## src/rtl/sobel_pkg.sv

```systemverilog
// Shared types and width helpers for the Sobel gradient pipeline.
// The FLUSH state exists only when SOBEL_BORDER_REPLICATE_EN is defined.
package sobel_pkg;

    typedef enum logic [1:0] {
        ST_IDLE,
        ST_FILL,
        ST_RUN
`ifdef SOBEL_BORDER_REPLICATE_EN
        , ST_FLUSH
`endif
    } state_t;

    localparam int MAG_SUM = 0;
    localparam int MAG_MAX = 1;

    localparam int DEF_PIX_W = 8;
    localparam int GRAD_W    = DEF_PIX_W + 3;
    localparam int ABS_W     = DEF_PIX_W + 2;

    // Gradients need 3 guard bits: weights sum to 4 and the result is signed.
    function automatic int grad_w(input int pix_w);
        return pix_w + 3;
    endfunction

    function automatic int abs_w(input int pix_w);
        return pix_w + 2;
    endfunction

endpackage

```

## src/rtl/sobel_kernel.sv

```systemverilog
// Combinational 3x3 Sobel kernel producing signed Ix/Iy from a column window.
module sobel_kernel
    import sobel_pkg::*;
#(
    parameter int PIX_W = 8
) (
    input  logic [3*PIX_W-1:0] l_col,
    input  logic [PIX_W-1:0]   c_top,
    input  logic [PIX_W-1:0]   c_bot,
    input  logic [3*PIX_W-1:0] r_col,
    output logic [PIX_W+2:0]   ix,
    output logic [PIX_W+2:0]   iy
);

    localparam int GW = grad_w(PIX_W);

    logic signed [GW-1:0] lt, lm, lb, ct, cb, rt, rm, rb;
    logic signed [GW-1:0] ix_s, iy_s;

    assign lt = signed'(GW'(l_col[PIX_W-1:0]));
    assign lm = signed'(GW'(l_col[2*PIX_W-1:PIX_W]));
    assign lb = signed'(GW'(l_col[3*PIX_W-1:2*PIX_W]));
    assign ct = signed'(GW'(c_top));
    assign cb = signed'(GW'(c_bot));
    assign rt = signed'(GW'(r_col[PIX_W-1:0]));
    assign rm = signed'(GW'(r_col[2*PIX_W-1:PIX_W]));
    assign rb = signed'(GW'(r_col[3*PIX_W-1:2*PIX_W]));

    assign ix_s = (rt - lt) + ((rm - lm) <<< 1) + (rb - lb);
    assign iy_s = (lt - lb) + ((ct - cb) <<< 1) + (rt - rb);

    assign ix = ix_s;
    assign iy = iy_s;

endmodule

```

## src/rtl/sobel_grad_pipe.sv

```systemverilog
// Streaming Sobel gradient pipeline: column window -> S1 gradients -> S2 magnitude.
// Define SOBEL_BORDER_REPLICATE_EN to replicate edge columns so each line yields IMG_W outputs.
module sobel_grad_pipe
    import sobel_pkg::*;
#(
    parameter int PIX_W    = 8,
    parameter int IMG_W    = 640,
    parameter int MAG_MODE = MAG_SUM
) (
    input  logic                     clk,
    input  logic                     rst,
    input  logic                     clken,
    input  logic                     in_valid,
    output logic                     in_ready,
    input  logic                     sol,
    input  logic [3*PIX_W-1:0]       col_in,
    output logic                     out_valid,
    output logic [PIX_W+2:0]         Ix,
    output logic [PIX_W+2:0]         Iy,
    output logic [PIX_W+2:0]         Ig,
    output logic [$clog2(IMG_W)-1:0] out_x,
    output logic                     line_err
);

    localparam int GW  = grad_w(PIX_W);
    localparam int AW  = abs_w(PIX_W);
    localparam int CW  = $clog2(IMG_W);
    localparam int CDW = 3 * PIX_W;
    localparam logic [CW-1:0] LAST_COL = CW'(IMG_W - 1);
`ifdef SOBEL_BORDER_REPLICATE_EN
    localparam logic [CW-1:0] FILL_LAST = CW'(1);
`else
    localparam logic [CW-1:0] FILL_LAST = CW'(2);
`endif

    state_t               state, state_n;
    logic [CW-1:0]        col_cnt;
    logic [CDW-1:0]       win_l, win_c, win_r;
    logic                 win_vld;
    logic [CW-1:0]        win_x;
    logic [GW-1:0]        k_ix, k_iy;
    logic signed [GW-1:0] s1_ix, s1_iy;
    logic                 s1_vld;
    logic [CW-1:0]        s1_x;
    logic [AW-1:0]        abs_x, abs_y;
    logic [GW-1:0]        mag;
    logic                 accept, load_sol, shift, produce, drop;
`ifdef SOBEL_BORDER_REPLICATE_EN
    logic                 replicate;

    assign in_ready = (state != ST_FLUSH);
`else
    assign in_ready = 1'b1;
`endif

    assign accept = in_valid & in_ready & clken;

    always_comb begin
        state_n   = state;
        load_sol  = 1'b0;
        shift     = 1'b0;
        produce   = 1'b0;
        drop      = 1'b0;
`ifdef SOBEL_BORDER_REPLICATE_EN
        replicate = 1'b0;
`endif
        case (state)
            ST_IDLE: begin
                if (accept) begin
                    if (sol) begin
                        load_sol = 1'b1;
                        state_n  = ST_FILL;
                    end else begin
                        drop = 1'b1;
                    end
                end
            end
            ST_FILL, ST_RUN: begin
                if (accept) begin
                    if (sol) begin
                        load_sol = 1'b1;
                        state_n  = ST_FILL;
                    end else begin
                        shift   = 1'b1;
                        produce = (state == ST_RUN) || (col_cnt == FILL_LAST);
                        if (col_cnt == LAST_COL) begin
`ifdef SOBEL_BORDER_REPLICATE_EN
                            state_n = ST_FLUSH;
`else
                            state_n = ST_IDLE;
`endif
                        end else if (produce) begin
                            state_n = ST_RUN;
                        end
                    end
                end
            end
`ifdef SOBEL_BORDER_REPLICATE_EN
            // The last column is shifted in a second time to centre the window on it.
            ST_FLUSH: begin
                if (clken) begin
                    replicate = 1'b1;
                    produce   = 1'b1;
                    state_n   = ST_IDLE;
                end
            end
`endif
            default: state_n = ST_IDLE;
        endcase
    end

    always_ff @(posedge clk or negedge rst) begin
        if (!rst) begin
            state    <= ST_IDLE;
            col_cnt  <= '0;
            win_l    <= '0;
            win_c    <= '0;
            win_r    <= '0;
            win_vld  <= 1'b0;
            win_x    <= '0;
            line_err <= 1'b0;
        end else if (clken) begin
            state    <= state_n;
            line_err <= drop;
            win_vld  <= produce;
            if (load_sol) begin
                col_cnt <= CW'(1);
`ifdef SOBEL_BORDER_REPLICATE_EN
                win_l   <= col_in;
                win_c   <= col_in;
`endif
                win_r   <= col_in;
            end else if (shift) begin
                col_cnt <= col_cnt + CW'(1);
                win_l   <= win_c;
                win_c   <= win_r;
                win_r   <= col_in;
            end
`ifdef SOBEL_BORDER_REPLICATE_EN
            else if (replicate) begin
                win_l <= win_c;
                win_c <= win_r;
            end
            win_x <= replicate ? LAST_COL : col_cnt - CW'(1);
`else
            win_x <= col_cnt - CW'(1);
`endif
        end
    end

    sobel_kernel #(.PIX_W(PIX_W)) u_kernel (
        .l_col (win_l),
        .c_top (win_c[PIX_W-1:0]),
        .c_bot (win_c[CDW-1:2*PIX_W]),
        .r_col (win_r),
        .ix    (k_ix),
        .iy    (k_iy)
    );

    always_comb begin
        abs_x = s1_ix[GW-1] ? AW'(-s1_ix) : AW'(s1_ix);
        abs_y = s1_iy[GW-1] ? AW'(-s1_iy) : AW'(s1_iy);
        if (MAG_MODE == MAG_MAX) begin
            mag = (abs_x >= abs_y) ? GW'(abs_x) : GW'(abs_y);
        end else begin
            mag = GW'(abs_x) + GW'(abs_y);
        end
    end

    always_ff @(posedge clk or negedge rst) begin
        if (!rst) begin
            s1_ix     <= '0;
            s1_iy     <= '0;
            s1_vld    <= 1'b0;
            s1_x      <= '0;
            Ix        <= '0;
            Iy        <= '0;
            Ig        <= '0;
            out_x     <= '0;
            out_valid <= 1'b0;
        end else if (clken) begin
            s1_ix     <= k_ix;
            s1_iy     <= k_iy;
            s1_vld    <= win_vld;
            s1_x      <= win_x;
            Ix        <= s1_ix;
            Iy        <= s1_iy;
            Ig        <= mag;
            out_x     <= s1_x;
            out_valid <= s1_vld;
        end
    end

endmodule

```

## config.mk

```make
export PLATFORM = sky130hd
export DESIGN_NAME = sobel_grad_pipe
export DESIGN_NICKNAME = d
export VERILOG_FILES = /design/src/rtl/sobel_pkg.sv /design/src/rtl/sobel_kernel.sv /design/src/rtl/sobel_grad_pipe.sv
export SDC_FILE = /design/constraint.sdc
export NUM_CORES = 1
export LEC_CHECK = 0
export ABC_CLOCK_PERIOD_IN_PS = 4800
export BUFFER_PORTS_ARGS = -buffer_cell sky130_fd_sc_hd__buf_2
export CELL_PAD_IN_SITES_DETAIL_PLACEMENT = 1
export CELL_PAD_IN_SITES_GLOBAL_PLACEMENT = 1
export CORE_MARGIN = 5
export CORE_UTILIZATION = 45
export DETAILED_ROUTE_END_ITERATION = 6
export PLACE_DENSITY = 0.84
export SYNTH_ARGS = -nofsm -noshare
export SYNTH_HDL_FRONTEND = slang
export SYNTH_SLANG_ARGS = --single-unit
```

## constraint.sdc

```tcl
create_clock -name clk -period 4.8 [get_ports clk]
set_input_delay 0.96 -clock clk [delete_from_list [all_inputs] [get_ports clk]]
set_output_delay 0.96 -clock clk [all_outputs]
set_load 0.02 [all_outputs]
```

==> impl_metrics.env <==
export IMPL_grt_pass1_vias=8798
export IMPL_cp_arrival_ps=4340
export IMPL_die_area_um2=26890
export IMPL_setup_tns_ps=0
export IMPL_grt_util_met3_pct=3.061
export IMPL_grt_usage_pct=21.47
export IMPL_postRouteAntennaNets=0
export IMPL_cts_resized=0
export IMPL_fin_crit_ps=4062
export IMPL_synthFlopType="dfrtp_1"
export IMPL_h_tree_depth=4
export IMPL_gr_total_overflow=0
export IMPL_cts_made_buffers=17
export IMPL_clk_pin_slew_ps=80
export IMPL_die_h_um=164.0
export IMPL_synth_cell_type_count=55
export IMPL_area_delta_synth_final_pct=12.29
export IMPL_fin_crit_sh_pct=84.63
export IMPL_tightest_slew_ps=859.1
export IMPL_syn_cell_area_um2=10670
export IMPL_crit_fanout=5
export IMPL_syn_inst=1087
export IMPL_cts_setup_buffers=0
export IMPL_drive_above_1_share_pct=16.27
export IMPL_start_util_pct=45.59
export IMPL_path_class="reg2reg"
export IMPL_rsz0062_at_grt="no"
export IMPL_critical_path_required_ps=5080
export IMPL_relSlewSlack_pct=42.73
export IMPL_ys_ff_latch=173
export IMPL_io_pin_count=75
export IMPL_setup_viol=0
export IMPL_met2_usage_pct=35.85
export IMPL_detail_route_wl_per_cell_um=18.42
export IMPL_via_count=8086
export IMPL_grt_pass1_wl_um=46300
export IMPL_place_ws_ps=852.5
export IMPL_ys_seq_area_share_pct=40.58
export IMPL_hold_buffers=0
export IMPL_core_area_um2=23400
export IMPL_cts_tree="yes"
export IMPL_fmax_mhz=246.2
export IMPL_syn_avg_cell_area_um2=9.815
export IMPL_cp_start_kind="flop"
export IMPL_hp_start="win_c[9]"
export IMPL_yosys_top_cells_count="dfrtp_1 (173), nand2_1 (151), inv_1 (103), o21ai_0 (92), ha_1 (87)"
export IMPL_synth_area_leader_cell="dfrtp_1"
export IMPL_die_w_um=164.0
export IMPL_clock_latency_ps=450
export IMPL_synthArstFlopShare_pct=100.0
export IMPL_synth_nets=1230
export IMPL_finClkSkew_ps=17.86
export IMPL_yosysWarnings=0
export IMPL_worstHoldPathType="reg2reg"
export IMPL_cts_root_buf="clkbuf_16"
export IMPL_grt_util_met1_pct=29.49
export IMPL_synth_edf_count=0
export IMPL_grt_start_max_net_pins=88
export IMPL_dr_pass1_iters=4
export IMPL_outcome="finished, final reports clean"
export IMPL_place_congestion=0.8909
export IMPL_initialDrtViolationCount=449
export IMPL_maxCapViolCount=0
export IMPL_remaining_drc_errors=0
export IMPL_fp_row_count=56
export IMPL_antenna_found_initial=0
export IMPL_diodes=0
export IMPL_finalHoldViolations=0
export IMPL_finalWirelength_um=27390
export IMPL_synth_area_leaders="dfrtp_1 (41%), ha_1 (10%), mux2_2 (7.3%), nand2_1 (5.3%), fa_1 (5.1%)"
export IMPL_io_buffers=73
export IMPL_fin_nets=1298
export IMPL_synth_top_area_share_pct=40.58
export IMPL_clock_sinks=173
export IMPL_fin_ws_ps=737.8
export IMPL_busiest_layer="met2"
export IMPL_cp_end_kind="flop"
export IMPL_hpwl_um=19730
export IMPL_viasPerCell=5.438
export IMPL_regToRegStartpoint="win_r[16]"
export IMPL_yosysMostFrequentCell="dfrtp_1"
export IMPL_clockBufferDepth=2
export IMPL_slew_violations=0
export IMPL_startpoint="win_r[16]"
[final cells by class]
class	instances	area, µm²
Fill cell	2684	11420
Clock inverter	15	191.4
Inverter	104	390.4
Timing Repair Buffer	80	426.7
Tap cell	319	399.1
Sequential cell	173	4329
Multi-Input combinational cell	779	5818
Clock buffer	17	425.4
[routing by layer]
layer  share of wire, %  vias to the layer above
li1                   -                     3854
met3                2.8                       32
met4                1.6                        0
met5                  0                        -
met1                 47                     4076
met2                 49                      124
[flip-flops by register name (all words and copies together) (netlist names)]
name and cells:
win_c 24, Iy 11, win_r 24, col_cnt 10
Ig 11, s1_vld 1, s1_iy 11, out_valid 1
line_err 1, win_vld 1, out_x 10, Ix 11
state 2, win_l 24, win_x 10, s1_x 10
s1_ix 11
[kinds of logic (layout without fill, tap and decap cells)]
logic type,after synthesis,in the layout,synth area share (%)
simple gates,300,300,12.62
compound gates,218,218,12.97
flops,173,173,40.58
buf+inv,135,216,4.890
fa+ha+maj,114,114,15.27
xor+xnor,74,74,6.075
mux,72,72,7.564
other cells,1,1,0.03515
[placed cells by master (no fill, tap or decap), types with 11 or more instances in the layout]
master / netlist / routed
a21oi_1: 35 / 35
clkbuf_16: 0 / 17
buf_2: 9 / 71
nand2_1: 151 / 151
ha_1: 87 / 87
a211oi_1: 12 / 12
mux2_2: 69 / 69
nor3_1: 22 / 22
a21o_1: 16 / 16
dfrtp_1: 173 / 173
nor2_1: 55 / 55
nand3_1: 15 / 15
xor2_1: 28 / 28
nand2b_1: 13 / 13
inv_1: 103 / 103
xnor2_1: 46 / 46
o31ai_1: 11 / 11
fa_1: 27 / 27
nor2b_1: 11 / 11
o21ai_0: 92 / 92
[path summary, 6_finish.rpt]
| path | cells past startpoint | end | slack (ps) |
|---|---|---|---|
| max | 17 | s1_ix[8] | 740 |
| min | 2 | win_c[9] | 480 |
| max reg2reg | 17 | s1_ix[8] | 740 |
| min reg2reg | 2 | win_c[9] | 480 |
| max in group asynchronous | 2 | win_c[19] | 3150 |
| min in group asynchronous | 1 | win_r[6] | 570 |
[metrics by stage]
| stage | cell area, µm² | utilization [%] | std cells | hold WS (ps) |
|---|---|---|---|---|
| after floorplan | 10670 | - | 1087 | 438.6 |
| after global routing | 11980 | 51.19 | 1487 | 502.7 |
| after global placement | 11360 | 48.56 | 1455 | 450.5 |
| after detailed placement | 11360 | 48.56 | 1455 | 463.8 |
| after CTS | 11980 | 51.19 | 1487 | 484.2 |
| final | 11980 | 51.19 | 1487 | 483.8 |
[worst max-delay path, cell delays in order, from the launching register on]
cell and delay [ps]:
dfrtp_1 390, inv_1 110, ha_1 170, inv_1 50, fa_1 410, a21o_1 180, a21oi_1 290, o21ai_0 190
nor2_1 160, xor2_1 100, fa_1 510, inv_1 40, ha_1 210, a21oi_1 380, o21ai_0 180, o21ai_0 150
xor2_1 240, a21oi_1 120
Power is left out: the tool's default activity adds up to more than one toggle a clock period on the data nets, which glitch-free logic cannot reach.
